File: src/rtl/serial_adder_if.sv
// rtl/serial_adder_if.sv - start/busy/done handshake and operand/result bundle for serial_adder
//
// Purpose: groups the operand request side (start, a, b, cin) and the result
// side (busy, done, sum, cout) of the bit-serial adder into one port.
// Ports (signals):
//   start  request to begin an addition
//   a, b   WIDTH-bit operands
//   cin    carry-in
//   busy   high while bits are being computed
//   done   one-cycle completion pulse
//   sum    WIDTH-bit result
//   cout   final carry
// Modports: master drives the request and observes the result, slave is the adder.

interface serial_adder_if #(
   parameter int WIDTH = 8
);
   logic             start;
   logic [WIDTH-1:0] a;
   logic [WIDTH-1:0] b;
   logic             cin;
   logic             busy;
   logic             done;
   logic [WIDTH-1:0] sum;
   logic             cout;

   modport master (
      output start, a, b, cin,
      input  busy, done, sum, cout
   );

   modport slave (
      input  start, a, b, cin,
      output busy, done, sum, cout
   );
endinterface

File: src/rtl/serial_adder.sv
// rtl/serial_adder.sv - bit-serial WIDTH-bit adder built from two half adders and a carry flop
//
// Purpose: latches a, b and cin on an accepted start, then adds LSB-first at one
// bit per clock. The result shifts into sum from the MSB end so that after WIDTH
// cycles sum holds the full word and cout the final carry.
// Ports:
//   clk    rising-edge clock
//   rst_n  asynchronous active-low reset
//   bus    serial_adder_if slave: start/a/b/cin in, busy/done/sum/cout out

module serial_adder #(
   parameter int WIDTH = 8
) (
   input  logic          clk,
   input  logic          rst_n,
   serial_adder_if.slave bus
);

   localparam int CW = $clog2(WIDTH);

   typedef enum logic [1:0] {
      ST_IDLE = 2'd0,
      ST_RUN  = 2'd1,
      ST_DONE = 2'd2
   } state_t;

   state_t           state_q, state_d;
   logic [WIDTH-1:0] sa_q, sa_d;
   logic [WIDTH-1:0] sb_q, sb_d;
   logic [WIDTH-1:0] sum_q, sum_d;
   logic             carry_q, carry_d;
   logic             cout_q, cout_d;
   logic [CW-1:0]    count_q, count_d;

   // Full adder as two cascaded half adders on the current LSBs.
   logic p, g1, s, g2, carry_next, last_bit;

   assign p          = sa_q[0] ^ sb_q[0];
   assign g1         = sa_q[0] & sb_q[0];
   assign s          = p ^ carry_q;
   assign g2         = p & carry_q;
   assign carry_next = g1 | g2;
   assign last_bit   = (count_q == CW'(WIDTH - 1));

   always_ff @(posedge clk or negedge rst_n) begin
      if (!rst_n) begin
         state_q <= ST_IDLE;
         sa_q    <= '0;
         sb_q    <= '0;
         sum_q   <= '0;
         carry_q <= 1'b0;
         cout_q  <= 1'b0;
         count_q <= '0;
      end else begin
         state_q <= state_d;
         sa_q    <= sa_d;
         sb_q    <= sb_d;
         sum_q   <= sum_d;
         carry_q <= carry_d;
         cout_q  <= cout_d;
         count_q <= count_d;
      end
   end

   always_comb begin
      state_d = state_q;
      sa_d    = sa_q;
      sb_d    = sb_q;
      sum_d   = sum_q;
      carry_d = carry_q;
      cout_d  = cout_q;
      count_d = count_q;

      unique case (state_q)
         ST_IDLE: begin
            if (bus.start) begin
               sa_d    = bus.a;
               sb_d    = bus.b;
               carry_d = bus.cin;
               count_d = '0;
               sum_d   = '0;
               cout_d  = 1'b0;
               state_d = ST_RUN;
            end
         end
         ST_RUN: begin
            carry_d = carry_next;
            sum_d   = {s, sum_q[WIDTH-1:1]};
            sa_d    = sa_q >> 1;
            sb_d    = sb_q >> 1;
            if (last_bit) begin
               // Hold count at WIDTH-1 rather than letting it wrap on the final bit.
               cout_d  = carry_next;
               state_d = ST_DONE;
            end else begin
               count_d = count_q + CW'(1);
            end
         end
         ST_DONE: begin
            state_d = ST_IDLE;
         end
         default: begin
            state_d = ST_IDLE;
         end
      endcase
   end

   // Decoded straight from the state flop so reset clears them without a clock.
   assign bus.busy = (state_q == ST_RUN);
   assign bus.done = (state_q == ST_DONE);
   assign bus.sum  = sum_q;
   assign bus.cout = cout_q;

endmodule
File: src/flat_wrapper.sv
// flat-port wrapper written by rule: the top's interface ports become plain ports
module serial_adder_flat 
#(
   parameter int WIDTH = 8
)
  (clk, rst_n, bus_start, bus_a, bus_b, bus_cin, bus_busy, bus_done, bus_sum, bus_cout);
  serial_adder_if #(.WIDTH(WIDTH)) bus_i ();
  input  logic clk;
  input  logic rst_n;
  input wire logic [$bits(bus_i.start)-1:0] bus_start;
  input wire logic [$bits(bus_i.a)-1:0] bus_a;
  input wire logic [$bits(bus_i.b)-1:0] bus_b;
  input wire logic [$bits(bus_i.cin)-1:0] bus_cin;
  output wire logic [$bits(bus_i.busy)-1:0] bus_busy;
  output wire logic [$bits(bus_i.done)-1:0] bus_done;
  output wire logic [$bits(bus_i.sum)-1:0] bus_sum;
  output wire logic [$bits(bus_i.cout)-1:0] bus_cout;
  assign bus_i.start = bus_start;
  assign bus_i.a = bus_a;
  assign bus_i.b = bus_b;
  assign bus_i.cin = bus_cin;
  assign bus_busy = bus_i.busy;
  assign bus_done = bus_i.done;
  assign bus_sum = bus_i.sum;
  assign bus_cout = bus_i.cout;
  serial_adder #(.WIDTH(WIDTH)) u_core (.clk(clk), .rst_n(rst_n), .bus(bus_i));
endmodule
File: config.mk
export PLATFORM = sky130hd
export DESIGN_NAME = serial_adder_flat
export DESIGN_NICKNAME = d
export VERILOG_FILES = /design/src/rtl/serial_adder_if.sv /design/src/rtl/serial_adder.sv /design/src/flat_wrapper.sv
export SDC_FILE = /design/constraint.sdc
export NUM_CORES = 1
export LEC_CHECK = 0
export BUFFER_PORTS_ARGS = -buffer_cell sky130_fd_sc_hd__buf_2
export CAP_MARGIN = 20
export CORE_MARGIN = 3
export CORE_UTILIZATION = 35
export DETAILED_ROUTE_END_ITERATION = 7
export HOLD_SLACK_MARGIN = 0.05
export PLACE_DENSITY = 0.64
export SETUP_SLACK_MARGIN = 0.2
export SLEW_MARGIN = 30
export SYNTH_ARGS = -nofsm -noshare
export SYNTH_HDL_FRONTEND = slang
export SYNTH_SLANG_ARGS = --single-unit
File: constraint.sdc
create_clock -name clk -period 1.8 [get_ports clk]
set_input_delay 0.27 -clock clk [delete_from_list [all_inputs] [get_ports clk]]
set_output_delay 0.27 -clock clk [all_outputs]
set_load 0.05 [all_outputs]
# Word level (Yosys, flattened, before mapping)
# Cells that the tools add are included.
# totals
register_bits,31
input_bits,20
output_inout_bits,11
wordCells,42
# op_classes
n_addsub,1
eq_ne,6
muxes,17
n_bitwise,5
reduce_logical,6
# ops
cell,count
$pmux W8 S2,3
$mux W8,3
$mux W3,2
$pmux W3 S2,1
$reduce_and A3 Y1,2
$mux W2,2
$ne A2 B2 Y1 const B,2
$pmux W1 S2,2
$pmux W2 S2,1
$reduce_and A2 Y1,2
$add A3 B1 Y3 const B,1
$eq A3 B3 Y1 const B,1
$mux W1,3
$and A1 B1 Y1,2
$eq A2 B1 Y1 const B,1
$eq A2 B2 Y1 const B,1
$logic_not A2 Y1,1
$ne A2 B1 Y1 const B,1
$reduce_bool A2 Y1,1
$xor A1 B1 Y1,2
$or A1 B1 Y1,1

# Longest topological paths before layout
# Gate-level depths: netlist of run 1.
# logic_depth
word_depth,5
ltp_mapped,6
ltp_nobuf,5

# Worst setup path before layout of run 1
# Ideal clock, no wire load.
# synth_timing
path_type,reg2out
start,register u_core.state_q[1]
end,output port bus_done
arrival_ns,1.385
required_time_ns,1.530
slack_ns,0.145
stages_incl_launch_ff,5
path_buffers,2
cell_sequence,dfrtp_1 > buf_4 > inv_1 > buf_4 > nor2_1
# synth_between
elab_chain_len,1
# synth_lines
element,line_no,text
from (decl),serial_adder.sv:27,"state_t state_q, state_d;"
from (signal assigned),serial_adder.sv:55,state_q <= state_d;
$eq A2 B2 Y1,serial_adder.sv:110,assign bus.done = (state_q == ST_DONE);
to (decl),flat_wrapper.sv:15,output wire logic [$bits(bus_i.done)-1:0] bus_done;
# Every way passes these cells.

# Worst setup path in the final report of run 1
# layout_timing
start,register u_core.state_q[1]
end,output port bus_busy
# layout_between
elab_chain_len,1
# layout_lines
element,line_no,text
$eq A2 B1 Y1,serial_adder.sv:109,assign bus.busy = (state_q == ST_RUN);
to (decl),flat_wrapper.sv:14,output wire logic [$bits(bus_i.busy)-1:0] bus_busy;
# Every way passes these cells.

==> flow_results.org, run 1 <==
** Status
- The run finished with clean final reports.

** Final layout
- Relative to the synthesized area, the layout overhead comes to 21.7%.
- At the end of the flow, the number of nets in the layout was 190.
- 0 antenna diodes ended up in the layout.
- Of the cells placed in the final design, the portion with a size suffix greater than 1 is 0.292.
- Commonest cells after routing, fill and taps aside :: buf_2 (29), dfrtp_1 (29), o22ai_1 (19), a21oi_1 (15), nor2_1 (12)
- Once layout is complete, the cells apart from fillers number 216.

** Logic synthesis
- The Yosys step of the flow raised 0 warnings.
- Synthesis instantiated 29 different standard cells from the library.
- Mean area per synthesized cell :: 10.4 sq um
- Net count of the mapped netlist :: 158
- Flip-flop and latch count after synthesis :: 31
- Post-synthesis cell count :: 135
- For this run, the register share of the synthesized area comes to 0.551.
- Summing every instance area after synthesis gives 1410 sq um.

** Placed design
- The number of placed instances, taps included, is 205.
- At the placement stage, the worst setup path has a slack of 359 ps.
- Routability congestion estimate :: 0.764
- Once detailed placement completed, the half-perimeter wirelength came to 2280 um.
- Buffers placed on the I/O ports in this run total 30.

** Global routing
- After global routing the overflow that remains totals 0.
- Entering global routing, the biggest net connects 32 pins.
- Vias in the first global route :: 1,159
- The initial antenna violation count was 0.
- Global-route wire length before repair :: 5580 um
- Global-route total usage across every layer :: 0.146

** Timing
- Measured slew at the worst slew-check pin :: 672 ps
- Clk_skew :: 6.71 ps
- Max-slew headroom :: 0.552
- Setup violations remaining at the end of the flow were counted as 0.
- Setup repair after global routing left no endpoint under its margin.
- The number of hold-slack violations in the final timing report was 0.
- The worst path in the final design needs a cycle of 1500 ps, including I/O delays and setup.
- Final Worst Setup Slack :: 303 ps
- After routing, the total negative slack on setup checks comes to 0 ps.
- Final Max Slew Viols :: 0
- Peak Freq :: 0.668 GHz
- Fraction of the cycle the final worst path needs :: 0.832

** CTS
- TritonCTS Buffers :: 5
- Buffer type at the clock tree root :: clkbuf_8
- Clock Sink Count :: 31
- TritonCTS built the clock tree.
- Clock-pin transition on the worst setup and hold timing paths :: 70 ps
- The H-tree was split into 2 levels.
- Source-to-sink clock delay at the later pin of the worst-skew pair :: 280 ps
- The clock passes through at most 2 buffers.

** Detailed routing
- Via density per instance :: 5.40
- Number of nets still failing antenna checks after routing :: 0
- After the first detailed-routing iteration, the DRC count stood at 73.
- The routed design has 3170 um of wire.
- The pre-antenna-repair detailed-routing pass consisted of 4 iterations.
- DRC violations left :: 0
- The detailed router placed 1,166 vias in this run.
- Average wire length per cell after detail routing :: 14.7 um

** Floorplanning
- Initial standard-cell utilization of the core :: 0.374
- Pin placement for this block handled 31 I/O pins.
- Die Height :: 69.4 um
- Floorplan die area :: 4820 sq um
- The die is 69.4 um wide.
- Count of standard-cell rows :: 22
- Floorplan Core Area :: 3770 sq um

** Min path
- The path class of the tightest hold or removal check is primary input to flop.

** Critical path
- At the worst endpoint, the required time is 1530 ps.
- Critical path launch point type :: flop
- Critical path data arrival time :: 1230 ps
- Biggest fanout along the worst timing path :: 9
- The worst setup path is captured at a primary output.
- Type of the worst setup path :: flop to primary output

** Power and ir drop
- VDD sags by at most 585 uV.
- Areal power density over the cells :: 1890 nW/um^2
- Summed over all cells, the static leakage comes to 0.804 nW.

** Flow run
- The tool flagged a number of max-cap violations equal to 0.
-- per-layer routing --
layer,GRT usage,vias to the layer above,share of wire
met4,0.0390,0,0.0032
met5,0,-,0
li1,-,559,-
met2,0.222,30,0.49
met1,0.191,575,0.44
met3,0.0594,2,0.061
-- cell type report --
| type | count | area [sq um] |
|---|---|---|
| fillers | 355 | 2060 |
| flip-flops and latches | 31 | 778 |
| multi-input cells | 88 | 554 |
| repair buffers | 35 | 196 |
| clock buffers | 8 | 100 |
| well taps | 48 | 60.1 |
| inverters | 6 | 25.0 |
-- registers in the layout, indices dropped and copies added (netlist names) --
name and cells:
u_core.bus.sum 8, u_core.sa_q 8, u_core.sb_q 8, u_core.count_q 3, u_core.state_q 2, u_core.bus.cout 1
u_core.carry_q 1
-- path summary, 6_finish.rpt --
kind                              startpoint                 to  slack [ps]  cells after the start
setup / recovery           u_core.state_q[1]           bus_busy         300                      3
hold reg to reg            u_core.bus.sum[0]  u_core.bus.sum[0]         500                      1
hold / removal                      bus_a[7]     u_core.sa_q[7]         230                      3
min in group asynchronous              rst_n     u_core.sb_q[6]         560                      2
setup reg to reg           u_core.count_q[0]  u_core.count_q[0]         390                      5
max in group asynchronous              rst_n  u_core.state_q[1]         750                      2
-- what timing repair did --
item,CTS,global route
endpoints found under the setup margin,2,1
resized for setup,4,1
endpoints found under the hold margin,31,0
setup buffers,0,2
hold buffers,1,0
-- synth_stat cells --
master     n  area share
dfrtp_1   31        0.55
o22ai_1   19       0.084
a21oi_1   15       0.053
nor2_1    13       0.035
a22o_1     7       0.044
nand2_1    6       0.016
buf_2      5       0.018
buf_4      4       0.021
inv_1      4       0.011
o21ai_0    4       0.014
nand2b_1   3       0.013
o21ai_1    3       0.011
a22oi_1    2       0.011
ha_1       2       0.018
inv_2      2      0.0053
nor3_1     2      0.0071
a221oi_2   1       0.011
a32o_1     1      0.0071
and3_1     1      0.0044
clkbuf_1   1      0.0027
fa_1       1       0.014
mux2i_1    1      0.0071
nand2b_2   1      0.0062
nor2b_1    1      0.0044
nor4b_1    1      0.0062
o21ba_1    1      0.0071
o21bai_2   1      0.0080
o32ai_1    1      0.0062
or2_1      1      0.0044
-- report_power, final --
group,internal [mW],switching (mW),total (mW)
combinational,0.502,0.894,1.40
sequential,1.01,0.238,1.25
clock,0.348,0.241,0.589
total,1.86,1.37,3.23
-- cells by family after synthesis --
kind of cell	count (synthesis)	share of synthesized area
AOI/OAI and AO/OA	55	0.256
adders and majority gates	3	0.0320
buffers and inverters	16	0.0577
DFF	31	0.551
muxes	1	0.00711
and+or+nand+nor	29	0.0968
-- critical path: stages (launching register included) --
cell and delay, ps:
dfrtp_2 450, nand2b_1 200, inv_4 130, buf_6 170
-- metrics by stage --
step / instance area, sq um / hold WS, ps / power (mW) / utilization
floorplan: 1410 / -25.6 / 2.30 / -
finish: 1710 / 227 / 3.23 / 0.455
global route: 1710 / 226 / 3.48 / 0.455
CTS: 1700 / 231 / 3.24 / 0.450
global placement: 1580 / 338 / 2.55 / 0.418
detailed placement: 1580 / 341 / 2.63 / 0.418
No activity file was read; power rests on OpenSTA's default activity.
==> inputs of run 2 (changes only) <==
- clock period: 1.8 -> 1.5 ns (I/O delays scaled with it)
==> run 2 against run 1 <==
Against the previous run:
- routed wire length grew 4.8%
- combinational power grew 38%
- total power rose by 24%
- global-route usage up 0.52 points
- register-to-register slack worse by 160 ps
- utilization up 2.2 points
- critical endpoint unchanged
- largest power group unchanged
- highest routed layer unchanged
==> flow_results.org, run 2 (synthesized netlist as in run 1, its figures left out) <==
** Status
- The run finished with clean final reports.

** Critical path
- STA classifies the critical path startpoint as a flop.
- Launch point of the worst reg-to-reg path :: u_core.state_q[1]
- Critical path data arrival time :: 1060 ps
- The slowest stage of the critical path belongs to the cell dfrtp_2.
- Measured in cells, the most critical reg-to-reg path has a length of 4.
- STA classifies the critical path endpoint as a primary output.
- For flop-to-flop paths, the worst setup slack is 230 ps.
- Worst reg2reg endpoint :: u_core.carry_q
- Counting both buffers and inverters, the worst setup path holds a total of 2.
- Series of cell instances along the critical path :: nand2b_4 -> inv_4 -> buf_8
- Biggest fanout along the worst timing path :: 4
- The most critical setup path has its startpoint at u_core.state_q[1].
- For the worst setup path, the data required time is 1270 ps.
- The largest single stage delay on the critical path is 420 ps.
- In this design, the largest share of critical-path delay is due to flip-flops.
- Type of the worst setup path :: flop to primary output
- Following the worst setup path forward leads to its endpoint at bus_busy.
- In this run the number of cells on the critical path is 3.

** Global routing
- Overflow left after global routing :: 0
- Vias in the first global route :: 1,196
- Largest net degree at the start of global routing :: 32
- Initial antenna violation count :: 0
- Global-route total usage across every layer :: 0.151
- Global-route wire length before repair :: 5710 um

** Timing
- Of the available clock period, the critical path in the final layout requires 0.858.
- Across the routed clock network, the largest skew measured is 4.65 ps.
- The number of hold-slack violations in the final timing report is 0.
- Measured slew at the worst slew-check pin :: 697 ps
- Max-slew headroom :: 0.536
- Setup violations remaining at the end of the flow were counted as 0.
- Setup slack on the critical path of the routed design comes to 213 ps.
- The final number of max-transition violations was 0.
- Setup repair after global routing could not meet its margin everywhere.
- Peak Freq :: 0.777 GHz
- Counting I/O delays and the setup requirement, the final critical path takes 1290 ps.
- Summed over all failing endpoints, the final setup total negative slack is 0 ps.

** Min path
- Worst Hold Class :: primary input to flop
- Number of cells traversed by the worst hold path :: 2

** Detailed routing
- Dividing the detail-routed wire length by the instance count gives 15.1 um.
- Before antenna repair, the detailed router went through 4 iterations.
- In the detailed route, the total length drawn on met3 is 190 um.
- Using the TritonRoute via totals, the vias-per-cell ratio works out to 5.38.
- Detailed router's first-iteration violation count :: 45
- The detailed router used layers up to and including met4.
- The routed design uses 1650 um of met2 wire.
- Wires add up to 3330 um.
- DRC violations left :: 0
- The detail route stage leaves a number of antenna-violating nets equal to 0.
- Wire length the detailed router placed on met1 :: 1450 um
- For this block, the via count after detailed routing is 1,184.

** Floorplanning
- The die is 69.4 um tall.
- Floorplan Core Area :: 3770 sq um
- Count of standard-cell rows :: 22
- Width of the chip :: 69.4 um
- The die covers 4820 sq um.
- 31 I/O pins were placed.
- For this configuration, the core starts out at a cell density of 0.374.

** Final layout
- Core Util, Final :: 0.477
- Layout Area Growth over Synthesis :: 27.6%
- Antenna diode count :: 0
- Most common cell after layout, fill and taps aside :: dfrtp_1
- The final layout contains 196 nets.
- In the final layout, the share of cells above drive strength 1 is 0.355.
- The top cell types in the final layout, fill and taps aside, are dfrtp_1 (29), buf_2 (28), o22ai_1 (19), a21oi_1 (15).

** Placed design
- Routability-driven placement finished with a final weighted congestion of 0.767.
- Port buffering added 30 buffers.
- Post-DP HPWL :: 2240 um
- Worst slack at placement :: 119 ps

** Power and ir drop
- Combinational power share :: 0.481
- Power share of the sequential group :: 0.373
- In this run the power density over the cells is 2230 nW/um^2.
- Of the total power, the share spent switching nets is 0.429.
- The analysis attributes to cell leakage a power of 0.817 nW.
- Internal power consumption :: 2.29 mW
- In this run the power spent charging and discharging nets is 1.72 mW.
- Of the total power, the clock network draws 0.146.
- IR analysis of the VDD net gives a maximum drop of 726 uV.

** CTS
- Clock Path Buffers :: 2
- TritonCTS Buffers :: 5
- Clock Sink Count :: 31
- Clock-pin transition on the worst setup and hold timing paths :: 60 ps
- Clock latency on the worst-skew pair, taken at its later pin, is 280 ps.
- The tree is rooted in a clkbuf_8.
- Clock tree from TritonCTS :: yes
- H-tree levels :: 2

** Flow run
- Max-cap check violation count :: 0
[run 2: changes by cell type in the layout (fill, tap and decap cells not counted), moves of 2 or more]
cell      delta
buf_4        +6
buf_8        +2
clkbuf_8     -2
ha_1         -2
nor2_1       -2
[run 2: power by group through the flow]
stage	Combinational (mW)	Sequential (mW)	Clock (mW)
after floorplan	0.995	1.77	0
after global placement	1.66	1.47	0
after detailed placement	1.72	1.50	0
after CTS	1.79	1.49	0.612
after global routing	2.12	1.55	0.655
final	1.93	1.49	0.584
[run 2: layout make-up]
class	instances	area, sq um
clock buffers	6	72.6
fillers	369	1970
inverters	6	27.5
multi-input cells	88	604
flip-flops and latches	31	778
well taps	48	60.1
repair buffers	41	255
[run 2: how the worst min path moves through the flow]
stage / start / endpoint
floorplan: rst_n / u_core.bus.cout
global placement: rst_n / u_core.sb_q[7]
detailed placement: rst_n / u_core.bus.sum[1]
CTS: bus_b[7] / u_core.sb_q[7]
global route: bus_b[7] / u_core.sb_q[7]
finish: bus_b[7] / u_core.sb_q[7]
[run 2: routing by layer]
metal	up-vias	track usage
met5	-	0
met4	0	0.0564
met3	7	0.0565
met2	27	0.236
met1	583	0.190
li1	567	-
[run 2: what timing repair did]
action                     in CTS  in global routing
setup endpoints to repair       8                 24
hold endpoints to repair       31                  0
setup buffers                   2                  2
pin swaps                       0                  3
resized for setup               9                 13
hold buffers                    1                  0
[run 2: metrics by stage]
step | power, mW | instance area, sq um | std cells | hold WS, ps
floorplan | 2.77 | 1420 | 135 | -70.6
global placement | 3.13 | 1610 | 209 | 296
detailed placement | 3.21 | 1610 | 209 | 305
CTS | 3.89 | 1730 | 218 | 192
global route | 4.32 | 1800 | 220 | 188
finish | 4.01 | 1800 | 220 | 202
[run 2: worst register-to-register path, stage by stage, from the launching register on]
cell,delay [ps]
dfrtp_2,420
buf_4,160
nand2b_2,250
o32ai_2,250
a221oi_2,50
